File: src/rtl/dram_arb_pkg.sv
// dram_arb_pkg: shared types and constants for the DRAM arbiter.
//   DWIDTH / SWIDTH : data and byte-strobe widths (data width follows the project-wide
//                     `DWIDTH macro normally provided by gDefine.svh; 32 if it is absent)
//   NUM_REQ_DEFAULT : default number of requester ports
//   arb_state_t     : per-side arbitration FSM state (IDLE -> ADDR -> DATA -> IDLE)
`ifndef DWIDTH
`define DWIDTH 32
`endif

package dram_arb_pkg;

    localparam int unsigned DWIDTH          = `DWIDTH;
    localparam int unsigned SWIDTH          = DWIDTH / 8;
    localparam int unsigned NUM_REQ_DEFAULT = 4;

    typedef enum logic [1:0] {
        IDLE = 2'd0,
        ADDR = 2'd1,
        DATA = 2'd2
    } arb_state_t;

endpackage

File: src/rtl/dram_arbiter_if.sv
// dram_arbiter_if: requester-side and DRAM-side handshake bundle of the arbiter.
//   req_* : NUM_REQ requester ports (read address/data, write address/data)
//   m_*   : single DRAM master port (read address/data, write address/data)
//   modport slave  : the arbiter's view (takes requests, drives the DRAM port)
//   modport master : the environment's view (requesters plus DRAM)
interface dram_arbiter_if #(
    parameter int unsigned NUM_REQ     = dram_arb_pkg::NUM_REQ_DEFAULT,
    parameter int unsigned ADDR_WIDTH  = 14,
    parameter int unsigned BURST_WIDTH = 8
) ();
    import dram_arb_pkg::*;

    // requester read side
    logic [NUM_REQ-1:0][ADDR_WIDTH-1:0]  req_rAddr;
    logic [NUM_REQ-1:0][BURST_WIDTH-1:0] req_arLen;
    logic [NUM_REQ-1:0]                  req_arValid;
    logic [NUM_REQ-1:0]                  req_arReady;
    logic [NUM_REQ-1:0][DWIDTH-1:0]      req_rData;
    logic [NUM_REQ-1:0]                  req_rValid;
    logic [NUM_REQ-1:0]                  req_rLast;
    logic [NUM_REQ-1:0]                  req_rReady;
    // requester write side
    logic [NUM_REQ-1:0][ADDR_WIDTH-1:0]  req_wAddr;
    logic [NUM_REQ-1:0][BURST_WIDTH-1:0] req_awLen;
    logic [NUM_REQ-1:0]                  req_awValid;
    logic [NUM_REQ-1:0]                  req_awReady;
    logic [NUM_REQ-1:0][DWIDTH-1:0]      req_wData;
    logic [NUM_REQ-1:0][SWIDTH-1:0]      req_wStrb;
    logic [NUM_REQ-1:0]                  req_wValid;
    logic [NUM_REQ-1:0]                  req_wLast;
    logic [NUM_REQ-1:0]                  req_wReady;
    // DRAM read side
    logic [ADDR_WIDTH-1:0]               m_rAddr;
    logic [BURST_WIDTH-1:0]              m_arLen;
    logic                                m_arValid;
    logic                                m_arReady;
    logic [DWIDTH-1:0]                   m_rData;
    logic                                m_rValid;
    logic                                m_rLast;
    logic                                m_rReady;
    // DRAM write side
    logic [ADDR_WIDTH-1:0]               m_wAddr;
    logic [BURST_WIDTH-1:0]              m_awLen;
    logic                                m_awValid;
    logic                                m_awReady;
    logic [DWIDTH-1:0]                   m_wData;
    logic [SWIDTH-1:0]                   m_wStrb;
    logic                                m_wValid;
    logic                                m_wLast;
    logic                                m_wReady;

    modport slave (
        input  req_rAddr, req_arLen, req_arValid, req_rReady,
        input  req_wAddr, req_awLen, req_awValid, req_wData, req_wStrb, req_wValid, req_wLast,
        input  m_arReady, m_rData, m_rValid, m_rLast, m_awReady, m_wReady,
        output req_arReady, req_rData, req_rValid, req_rLast,
        output req_awReady, req_wReady,
        output m_rAddr, m_arLen, m_arValid, m_rReady,
        output m_wAddr, m_awLen, m_awValid, m_wData, m_wStrb, m_wValid, m_wLast
    );

    modport master (
        output req_rAddr, req_arLen, req_arValid, req_rReady,
        output req_wAddr, req_awLen, req_awValid, req_wData, req_wStrb, req_wValid, req_wLast,
        output m_arReady, m_rData, m_rValid, m_rLast, m_awReady, m_wReady,
        input  req_arReady, req_rData, req_rValid, req_rLast,
        input  req_awReady, req_wReady,
        input  m_rAddr, m_arLen, m_arValid, m_rReady,
        input  m_wAddr, m_awLen, m_awValid, m_wData, m_wStrb, m_wValid, m_wLast
    );

endinterface

File: src/rtl/rr_arbiter.sv
// rr_arbiter: combinational round-robin pick.
//   i_req   : request vector
//   i_ptr   : index with highest priority this cycle
//   o_grant : one-hot grant of the first request at or after i_ptr (wrapping)
//   o_idx   : index of that grant
//   o_valid : at least one request present
module rr_arbiter #(
    parameter int unsigned N  = 4,
    parameter int unsigned IW = 2
) (
    input  logic [N-1:0]  i_req,
    input  logic [IW-1:0] i_ptr,
    output logic [N-1:0]  o_grant,
    output logic [IW-1:0] o_idx,
    output logic          o_valid
);

    always_comb begin
        int unsigned w_j;
        w_j     = 0;
        o_grant = '0;
        o_idx   = '0;
        o_valid = 1'b0;
        for (int unsigned k = 0; k < N; k++) begin
            w_j = (32'(i_ptr) + k) % N;
            if (!o_valid && i_req[w_j]) begin
                o_valid      = 1'b1;
                o_idx        = IW'(w_j);
                o_grant[w_j] = 1'b1;
            end
        end
    end

endmodule

File: src/rtl/dram_arbiter.sv
// dram_arbiter: multiplexes NUM_REQ requester ports onto one DRAM port. Read and write sides
// arbitrate independently (round-robin) and may run concurrently; a granted burst runs to
// completion before the next grant.
//   clk, rst : single clock, synchronous active-high reset
//   bus      : dram_arbiter_if.slave (requester req_* ports and DRAM m_* port)
module dram_arbiter
    import dram_arb_pkg::*;
#(
    parameter int unsigned NUM_REQ     = NUM_REQ_DEFAULT,
    parameter int unsigned ADDR_WIDTH  = 14,
    parameter int unsigned BURST_WIDTH = 8
) (
    input logic           clk,
    input logic           rst,
    dram_arbiter_if.slave bus
);

    localparam int unsigned IW = $clog2(NUM_REQ);

    // ---------------- read side ----------------
    arb_state_t             r_rd_state;
    logic [IW-1:0]          r_rd_ptr;
    logic [IW-1:0]          r_rd_gnt;
    logic [ADDR_WIDTH-1:0]  r_rd_addr;
    logic [BURST_WIDTH-1:0] r_rd_len;
    logic [BURST_WIDTH-1:0] r_rd_cnt;
    logic [NUM_REQ-1:0]     w_rd_onehot;
    logic [IW-1:0]          w_rd_idx;
    logic                   w_rd_any;
    logic                   w_rd_beat;
    logic [IW-1:0]          w_rd_ptr_nxt;

    rr_arbiter #(
        .N  (NUM_REQ),
        .IW (IW)
    ) u_rd_arb (
        .i_req   (bus.req_arValid),
        .i_ptr   (r_rd_ptr),
        .o_grant (w_rd_onehot),
        .o_idx   (w_rd_idx),
        .o_valid (w_rd_any)
    );

    assign w_rd_beat    = bus.m_rValid && bus.req_rReady[r_rd_gnt];
    assign w_rd_ptr_nxt = (r_rd_gnt == IW'(NUM_REQ - 1)) ? '0 : r_rd_gnt + IW'(1);

    always_ff @(posedge clk) begin
        if (rst) begin
            r_rd_state <= IDLE;
            r_rd_ptr   <= '0;
            r_rd_gnt   <= '0;
            r_rd_addr  <= '0;
            r_rd_len   <= '0;
            r_rd_cnt   <= '0;
        end else begin
            case (r_rd_state)
                IDLE: begin
                    if (w_rd_any) begin
                        r_rd_gnt   <= w_rd_idx;
                        r_rd_addr  <= bus.req_rAddr[w_rd_idx];
                        r_rd_len   <= bus.req_arLen[w_rd_idx];
                        r_rd_cnt   <= '0;
                        r_rd_state <= ADDR;
                    end
                end
                ADDR: begin
                    if (bus.m_arReady) r_rd_state <= DATA;
                end
                DATA: begin
                    if (w_rd_beat) begin
                        // the DRAM's rLast ends a read burst, not the local count
                        if (bus.m_rLast) begin
                            r_rd_state <= IDLE;
                            r_rd_ptr   <= w_rd_ptr_nxt;
                            r_rd_cnt   <= '0;
                        end else begin
                            r_rd_cnt   <= r_rd_cnt + BURST_WIDTH'(1);
                        end
                    end
                end
                default: r_rd_state <= IDLE;
            endcase
        end
    end

    // Outputs are forced low while rst is high so a mid-burst reset forwards nothing.
    always_comb begin
        bus.req_arReady = '0;
        bus.m_arValid   = 1'b0;
        bus.m_rAddr     = '0;
        bus.m_arLen     = '0;
        bus.req_rData   = '0;
        bus.req_rValid  = '0;
        bus.req_rLast   = '0;
        bus.m_rReady    = 1'b0;
        if (!rst) begin
            case (r_rd_state)
                IDLE: bus.req_arReady = w_rd_onehot;
                ADDR: begin
                    bus.m_arValid = 1'b1;
                    bus.m_rAddr   = r_rd_addr;
                    bus.m_arLen   = r_rd_len;
                end
                DATA: begin
                    bus.req_rData[r_rd_gnt]  = bus.m_rData;
                    bus.req_rValid[r_rd_gnt] = bus.m_rValid;
                    bus.req_rLast[r_rd_gnt]  = bus.m_rLast;
                    bus.m_rReady             = bus.req_rReady[r_rd_gnt];
                end
                default: ;
            endcase
        end
    end

    // ---------------- write side ----------------
    arb_state_t             r_wr_state;
    logic [IW-1:0]          r_wr_ptr;
    logic [IW-1:0]          r_wr_gnt;
    logic [ADDR_WIDTH-1:0]  r_wr_addr;
    logic [BURST_WIDTH-1:0] r_wr_len;
    logic [BURST_WIDTH-1:0] r_wr_cnt;
    logic [NUM_REQ-1:0]     w_wr_onehot;
    logic [IW-1:0]          w_wr_idx;
    logic                   w_wr_any;
    logic                   w_wr_beat;
    logic                   w_wr_last;
    logic [IW-1:0]          w_wr_ptr_nxt;
    logic                   w_unused_wlast;

    rr_arbiter #(
        .N  (NUM_REQ),
        .IW (IW)
    ) u_wr_arb (
        .i_req   (bus.req_awValid),
        .i_ptr   (r_wr_ptr),
        .o_grant (w_wr_onehot),
        .o_idx   (w_wr_idx),
        .o_valid (w_wr_any)
    );

    // Requester wLast is ignored; the beat count against the latched len marks the end.
    assign w_unused_wlast = ^bus.req_wLast;
    assign w_wr_beat      = bus.req_wValid[r_wr_gnt] && bus.m_wReady;
    assign w_wr_last      = (r_wr_cnt == r_wr_len);
    assign w_wr_ptr_nxt   = (r_wr_gnt == IW'(NUM_REQ - 1)) ? '0 : r_wr_gnt + IW'(1);

    always_ff @(posedge clk) begin
        if (rst) begin
            r_wr_state <= IDLE;
            r_wr_ptr   <= '0;
            r_wr_gnt   <= '0;
            r_wr_addr  <= '0;
            r_wr_len   <= '0;
            r_wr_cnt   <= '0;
        end else begin
            case (r_wr_state)
                IDLE: begin
                    if (w_wr_any) begin
                        r_wr_gnt   <= w_wr_idx;
                        r_wr_addr  <= bus.req_wAddr[w_wr_idx];
                        r_wr_len   <= bus.req_awLen[w_wr_idx];
                        r_wr_cnt   <= '0;
                        r_wr_state <= ADDR;
                    end
                end
                ADDR: begin
                    if (bus.m_awReady) r_wr_state <= DATA;
                end
                DATA: begin
                    if (w_wr_beat) begin
                        if (w_wr_last) begin
                            r_wr_state <= IDLE;
                            r_wr_ptr   <= w_wr_ptr_nxt;
                            r_wr_cnt   <= '0;
                        end else begin
                            r_wr_cnt   <= r_wr_cnt + BURST_WIDTH'(1);
                        end
                    end
                end
                default: r_wr_state <= IDLE;
            endcase
        end
    end

    always_comb begin
        bus.req_awReady = '0;
        bus.req_wReady  = '0;
        bus.m_awValid   = 1'b0;
        bus.m_wAddr     = '0;
        bus.m_awLen     = '0;
        bus.m_wData     = '0;
        bus.m_wStrb     = '0;
        bus.m_wValid    = 1'b0;
        bus.m_wLast     = 1'b0;
        if (!rst) begin
            case (r_wr_state)
                IDLE: bus.req_awReady = w_wr_onehot;
                ADDR: begin
                    bus.m_awValid = 1'b1;
                    bus.m_wAddr   = r_wr_addr;
                    bus.m_awLen   = r_wr_len;
                end
                DATA: begin
                    bus.m_wData              = bus.req_wData[r_wr_gnt];
                    bus.m_wStrb              = bus.req_wStrb[r_wr_gnt];
                    bus.m_wValid             = bus.req_wValid[r_wr_gnt];
                    bus.m_wLast              = w_wr_last;
                    bus.req_wReady[r_wr_gnt] = bus.m_wReady;
                end
                default: ;
            endcase
        end
    end

endmodule

File: src/flat_wrapper.sv
// flat-port wrapper written by rule: the top's interface ports become plain ports
module dram_arbiter_flat import dram_arb_pkg::*;
#(
    parameter int unsigned NUM_REQ     = NUM_REQ_DEFAULT,
    parameter int unsigned ADDR_WIDTH  = 14,
    parameter int unsigned BURST_WIDTH = 8
)
  (clk, rst, bus_req_rAddr, bus_req_arLen, bus_req_arValid, bus_req_rReady, bus_req_wAddr, bus_req_awLen, bus_req_awValid, bus_req_wData, bus_req_wStrb, bus_req_wValid, bus_req_wLast, bus_m_arReady, bus_m_rData, bus_m_rValid, bus_m_rLast, bus_m_awReady, bus_m_wReady, bus_req_arReady, bus_req_rData, bus_req_rValid, bus_req_rLast, bus_req_awReady, bus_req_wReady, bus_m_rAddr, bus_m_arLen, bus_m_arValid, bus_m_rReady, bus_m_wAddr, bus_m_awLen, bus_m_awValid, bus_m_wData, bus_m_wStrb, bus_m_wValid, bus_m_wLast);
  dram_arbiter_if #(.NUM_REQ(NUM_REQ), .ADDR_WIDTH(ADDR_WIDTH), .BURST_WIDTH(BURST_WIDTH)) bus_i ();
  input logic clk;
  input logic rst;
  input wire logic [$bits(bus_i.req_rAddr)-1:0] bus_req_rAddr;
  input wire logic [$bits(bus_i.req_arLen)-1:0] bus_req_arLen;
  input wire logic [$bits(bus_i.req_arValid)-1:0] bus_req_arValid;
  input wire logic [$bits(bus_i.req_rReady)-1:0] bus_req_rReady;
  input wire logic [$bits(bus_i.req_wAddr)-1:0] bus_req_wAddr;
  input wire logic [$bits(bus_i.req_awLen)-1:0] bus_req_awLen;
  input wire logic [$bits(bus_i.req_awValid)-1:0] bus_req_awValid;
  input wire logic [$bits(bus_i.req_wData)-1:0] bus_req_wData;
  input wire logic [$bits(bus_i.req_wStrb)-1:0] bus_req_wStrb;
  input wire logic [$bits(bus_i.req_wValid)-1:0] bus_req_wValid;
  input wire logic [$bits(bus_i.req_wLast)-1:0] bus_req_wLast;
  input wire logic [$bits(bus_i.m_arReady)-1:0] bus_m_arReady;
  input wire logic [$bits(bus_i.m_rData)-1:0] bus_m_rData;
  input wire logic [$bits(bus_i.m_rValid)-1:0] bus_m_rValid;
  input wire logic [$bits(bus_i.m_rLast)-1:0] bus_m_rLast;
  input wire logic [$bits(bus_i.m_awReady)-1:0] bus_m_awReady;
  input wire logic [$bits(bus_i.m_wReady)-1:0] bus_m_wReady;
  output wire logic [$bits(bus_i.req_arReady)-1:0] bus_req_arReady;
  output wire logic [$bits(bus_i.req_rData)-1:0] bus_req_rData;
  output wire logic [$bits(bus_i.req_rValid)-1:0] bus_req_rValid;
  output wire logic [$bits(bus_i.req_rLast)-1:0] bus_req_rLast;
  output wire logic [$bits(bus_i.req_awReady)-1:0] bus_req_awReady;
  output wire logic [$bits(bus_i.req_wReady)-1:0] bus_req_wReady;
  output wire logic [$bits(bus_i.m_rAddr)-1:0] bus_m_rAddr;
  output wire logic [$bits(bus_i.m_arLen)-1:0] bus_m_arLen;
  output wire logic [$bits(bus_i.m_arValid)-1:0] bus_m_arValid;
  output wire logic [$bits(bus_i.m_rReady)-1:0] bus_m_rReady;
  output wire logic [$bits(bus_i.m_wAddr)-1:0] bus_m_wAddr;
  output wire logic [$bits(bus_i.m_awLen)-1:0] bus_m_awLen;
  output wire logic [$bits(bus_i.m_awValid)-1:0] bus_m_awValid;
  output wire logic [$bits(bus_i.m_wData)-1:0] bus_m_wData;
  output wire logic [$bits(bus_i.m_wStrb)-1:0] bus_m_wStrb;
  output wire logic [$bits(bus_i.m_wValid)-1:0] bus_m_wValid;
  output wire logic [$bits(bus_i.m_wLast)-1:0] bus_m_wLast;
  assign bus_i.req_rAddr = bus_req_rAddr;
  assign bus_i.req_arLen = bus_req_arLen;
  assign bus_i.req_arValid = bus_req_arValid;
  assign bus_i.req_rReady = bus_req_rReady;
  assign bus_i.req_wAddr = bus_req_wAddr;
  assign bus_i.req_awLen = bus_req_awLen;
  assign bus_i.req_awValid = bus_req_awValid;
  assign bus_i.req_wData = bus_req_wData;
  assign bus_i.req_wStrb = bus_req_wStrb;
  assign bus_i.req_wValid = bus_req_wValid;
  assign bus_i.req_wLast = bus_req_wLast;
  assign bus_i.m_arReady = bus_m_arReady;
  assign bus_i.m_rData = bus_m_rData;
  assign bus_i.m_rValid = bus_m_rValid;
  assign bus_i.m_rLast = bus_m_rLast;
  assign bus_i.m_awReady = bus_m_awReady;
  assign bus_i.m_wReady = bus_m_wReady;
  assign bus_req_arReady = bus_i.req_arReady;
  assign bus_req_rData = bus_i.req_rData;
  assign bus_req_rValid = bus_i.req_rValid;
  assign bus_req_rLast = bus_i.req_rLast;
  assign bus_req_awReady = bus_i.req_awReady;
  assign bus_req_wReady = bus_i.req_wReady;
  assign bus_m_rAddr = bus_i.m_rAddr;
  assign bus_m_arLen = bus_i.m_arLen;
  assign bus_m_arValid = bus_i.m_arValid;
  assign bus_m_rReady = bus_i.m_rReady;
  assign bus_m_wAddr = bus_i.m_wAddr;
  assign bus_m_awLen = bus_i.m_awLen;
  assign bus_m_awValid = bus_i.m_awValid;
  assign bus_m_wData = bus_i.m_wData;
  assign bus_m_wStrb = bus_i.m_wStrb;
  assign bus_m_wValid = bus_i.m_wValid;
  assign bus_m_wLast = bus_i.m_wLast;
  dram_arbiter #(.NUM_REQ(NUM_REQ), .ADDR_WIDTH(ADDR_WIDTH), .BURST_WIDTH(BURST_WIDTH)) u_core (.clk(clk), .rst(rst), .bus(bus_i));
endmodule
File: config.mk
export PLATFORM = sky130hd
export DESIGN_NAME = dram_arbiter_flat
export DESIGN_NICKNAME = d
export VERILOG_FILES = /design/src/rtl/dram_arb_pkg.sv /design/src/rtl/dram_arbiter_if.sv /design/src/rtl/rr_arbiter.sv /design/src/rtl/dram_arbiter.sv /design/src/flat_wrapper.sv
export SDC_FILE = /design/constraint.sdc
export NUM_CORES = 1
export LEC_CHECK = 0
export ABC_AREA = 1
export CORE_AREA = 2 2 241 243
export DETAILED_ROUTE_END_ITERATION = 8
export DIE_AREA = 0 0 243 245
export PLACE_DENSITY = 0.49
export SETUP_SLACK_MARGIN = 0.05
export SLEW_MARGIN = 20
export SYNTH_ARGS = -nofsm -noshare
export SYNTH_HDL_FRONTEND = slang
export SYNTH_SLANG_ARGS = --single-unit
File: constraint.sdc
create_clock -name clk -period 3.2 [get_ports clk]
set_clock_uncertainty 0.2 [all_clocks]
set_input_delay 0.64 -clock clk [delete_from_list [all_inputs] [get_ports clk]]
set_output_delay 0.64 -clock clk [all_outputs]
set_load 0.005 [all_outputs]
==> flow_metrics.tcl <==
set metrics [dict create \
    ys.flop_type "dfxtp_1" \
    clock_latency_ns 0.36 \
    die_w_um 243 \
    start_util_pct 14.2 \
    fin_setup_tns_ns 0 \
    irDropWorstVdd_uv 235 \
    timing.rr.start "u_core.r_wr_ptr[0]$_SDFFE_PP0P_" \
    grt_max_degree 77 \
    cp.required_ns 2.36 \
    cts_sinks 64 \
    synth_edf_count 0 \
    path_class "in2out" \
    viasPerCell 4.22 \
    worstHoldPathType "reg2reg" \
    layout_commonest_cell "clkdlybuf4s50_1" \
    status "finished clean" \
    grt_overflow 0 \
    finalNetCount 2593 \
    leakage_nw 6.95 \
    boundaryPins 612 \
    finalMaxSlewViolations 0 \
    die_y_um 245 \
    core_um2 57000 \
    min_from "u_core.r_wr_cnt[0]$_SDFFE_PP0P_" \
    hold_buffers 0 \
    wl_per_cell_um 18.8 \
    ys_top_cells_by_area "nor2_1 (17%), nand2_1 (16%), dfxtp_1 (16%)" \
    cts_tree "done" \
    area_growth_pct 98.7 \
    dpl.hpwl_um 45700 \
    cp-end-kind "output pin" \
    yosys.area.top_type_share_pct 17.0 \
    grt_pass1_vias 12700 \
    syn_area_um2 8110 \
    multi_input_area_um2 5560 \
    power.internal_mw 2.72 \
    drive_gt1_share_pct 9.03 \
    p_switching_mw 1.88 \
    met2_usage_pct 34.5 \
    drc 0 \
    dr.pass1.iters 6 \
    wl_um 55800 \
    final_cell_mix "clkdlybuf4s50_1 (584), nor2_1 (360), nand2_1 (335), inv_1 (214), nand3_1 (120)" \
    comb_power_share_pct 56.0 \
    yosys_warnings 0 \
    dieArea_um2 59500 \
    gp_congestion 0.918 \
    cp_max_fo 15 \
    grt.total_usage_pct 17.9 \
    setup_viol_count_final 0 \
    syn-num-nets 1970 \
    slew_headroom_pct 67.4 \
    clk_root_buffer_cell "clkbuf_16" \
    pwr-share-clk_pct 22.4 \
    rsz0062_at_grt "true" \
    rows 88 \
    num_vias 12500 \
    async_reset_ff_share_pct 0 \
    path_cells "buf_2, inv_1, buf_12, nand2_2, nor2_1, clkdlybuf4s50_1" \
    ys_seq_area_share_pct 15.8 \
    ant_nets 0 \
    cts_buffer_depth 2 \
    port_buffers 607 \
    cts_made_buffers 9 \
    clk_pin_slew_worst_paths_ns 0.06 \
    synth_seq_cells 64 \
    p_sw_share_pct 40.9 \
    synth_top_cell_by_area "nor2_1" \
    final_util_pct 28.2 \
    p_per_area_nw_per_um2 285 \
    worst_slew_pin_slew_ns 0.484 \
    critical-path-max-stage-delay_ns 0.60 \
    met1_usage_pct 18.5 \
    top_usage_layer "met2" \
    cp-start-kind "input pin" \
    antenna_found_initial 15 \
    cp_num_buf_inv 4 \
    maxCapViolCount 0 \
    timing.fmax_ghz 0.325 \
    min_period_over_period_pct 96.3 \
    grt_pass1_wl_um 79800 \
    synthDistinctLibCells 43 \
    grt_use_met3_pct 4.31 \
    syn_inst 1566 \
    crit_slowest_cell "clkdlybuf4s50_1" \
    fillCellCount 6457 \
    p_seq_share_pct 21.7 \
    final-seq-area_um2 1290 \
    cp_top_family "buffers and inverters" \
    cp-startpoint "rst" \
    synth_area_per_cell_um2 5.18 \
    htree_levels 3 \
    fin_crit_ns 3.08 \
    hold_violations 0 \
    arrival_ns 2.24 \
    drt-initial-drc-count 696 \
]
## flip-flops by register name, indices dropped and copies added, names as in the netlist
register / flops
u_core.r_rd_len: 8
u_core.r_wr_state: 2
u_core.r_wr_addr: 14
u_core.r_wr_cnt: 8
u_core.r_rd_state: 2
u_core.r_wr_gnt: 2
u_core.r_wr_len: 8
u_core.r_rd_addr: 14
u_core.r_rd_gnt: 2
u_core.r_rd_ptr: 2
u_core.r_wr_ptr: 2
## repair_timing
action / 4_1_cts / 5_1_grt
resized for setup: 36 / 28
endpoints found under the setup margin: 18 / 41
setup buffers: 4 / 1
gates cloned: 0 / 1
pin swaps: 5 / 2
## routing by layer
metal  share of wire, %  routed length [um]  up-vias
met2                 53               29500      513
li1                   -                   -     6151
met4                3.0                1650        4
met1                 38               21100     5777
met3                6.4                3550       71
met5              0.056                  31        -
## tightest hold or removal path, cell delays in order (launching register included)
cell	delay (ns)
dfxtp_1	0.33
nand2_1	0.07
a21oi_1	0.05
## metrics by stage
stage | setup slack (ns) | instance area [um^2] | power (mW) | cells | hold WS, ns
after CTS | 0.0352 | 16000 | 4.65 | 2956 | 0.294
after global placement | -0.283 | 15600 | 3.57 | 2937 | 0.273
after global routing | 0.0258 | 16100 | 4.97 | 2965 | 0.334
after floorplan | 0.462 | 8110 | 2.23 | 1566 | 0.260
final | 0.119 | 16100 | 4.59 | 2965 | 0.297
after detailed placement | -0.301 | 15600 | 3.58 | 2937 | 0.286
## logic make-up after synthesis
family	share of synthesized area [%]
flops	15.8
simple gates	51.0
buf+inv	16.6
xor+xnor	0.216
compound gates	12.5
fa+ha+maj	3.86
## power groups by stage
stage	registers [mW]	clock network [mW]	logic (mW)
global route	1.01	1.11	2.86
CTS	0.991	1.07	2.59
floorplan	0.986	0	1.25
finish	0.995	1.03	2.57
detailed placement	1.01	0	2.57
global placement	1.01	0	2.57
## path summary, 6_finish.rpt
path / cells after the start / slack, ns / endpoint
worst max register to register: 16 / 0.55 / u_core.r_wr_len[0]$_SDFFE_PP0P_
worst min register to register: 2 / 0.30 / u_core.r_wr_cnt[0]$_SDFFE_PP0P_
worst max-delay path: 6 / 0.12 / bus_req_rData[72]
worst min-delay path: 2 / 0.30 / u_core.r_wr_cnt[0]$_SDFFE_PP0P_
## area by class of cell
cell class                      instances  area share (%)
Clock inverter                          3           0.264
Timing Repair Buffer                  706            44.0
Tap cell                              765            5.94
Inverter                              233            5.59
Multi-Input combinational cell       1175            34.5
Clock buffer                           12            1.53
Antenna cell                            7           0.109
Sequential cell                        64            8.03
## synth_stat cells (4+ instances only)
cell and count:
a21oi_1 92, and3_1 17, buf_1 11, buf_2 14
buf_4 10, buf_6 5, clkbuf_1 54, dfxtp_1 64
ha_1 25, inv_1 218, inv_2 9, nand2_1 344
nand2_2 13, nand2_4 5, nand3_1 120, nand3_2 5
nand4_1 62, nor2_1 367, nor2_2 4, nor3_1 5
o21ai_0 90
Note: power is estimated with default switching activity, not from simulation.
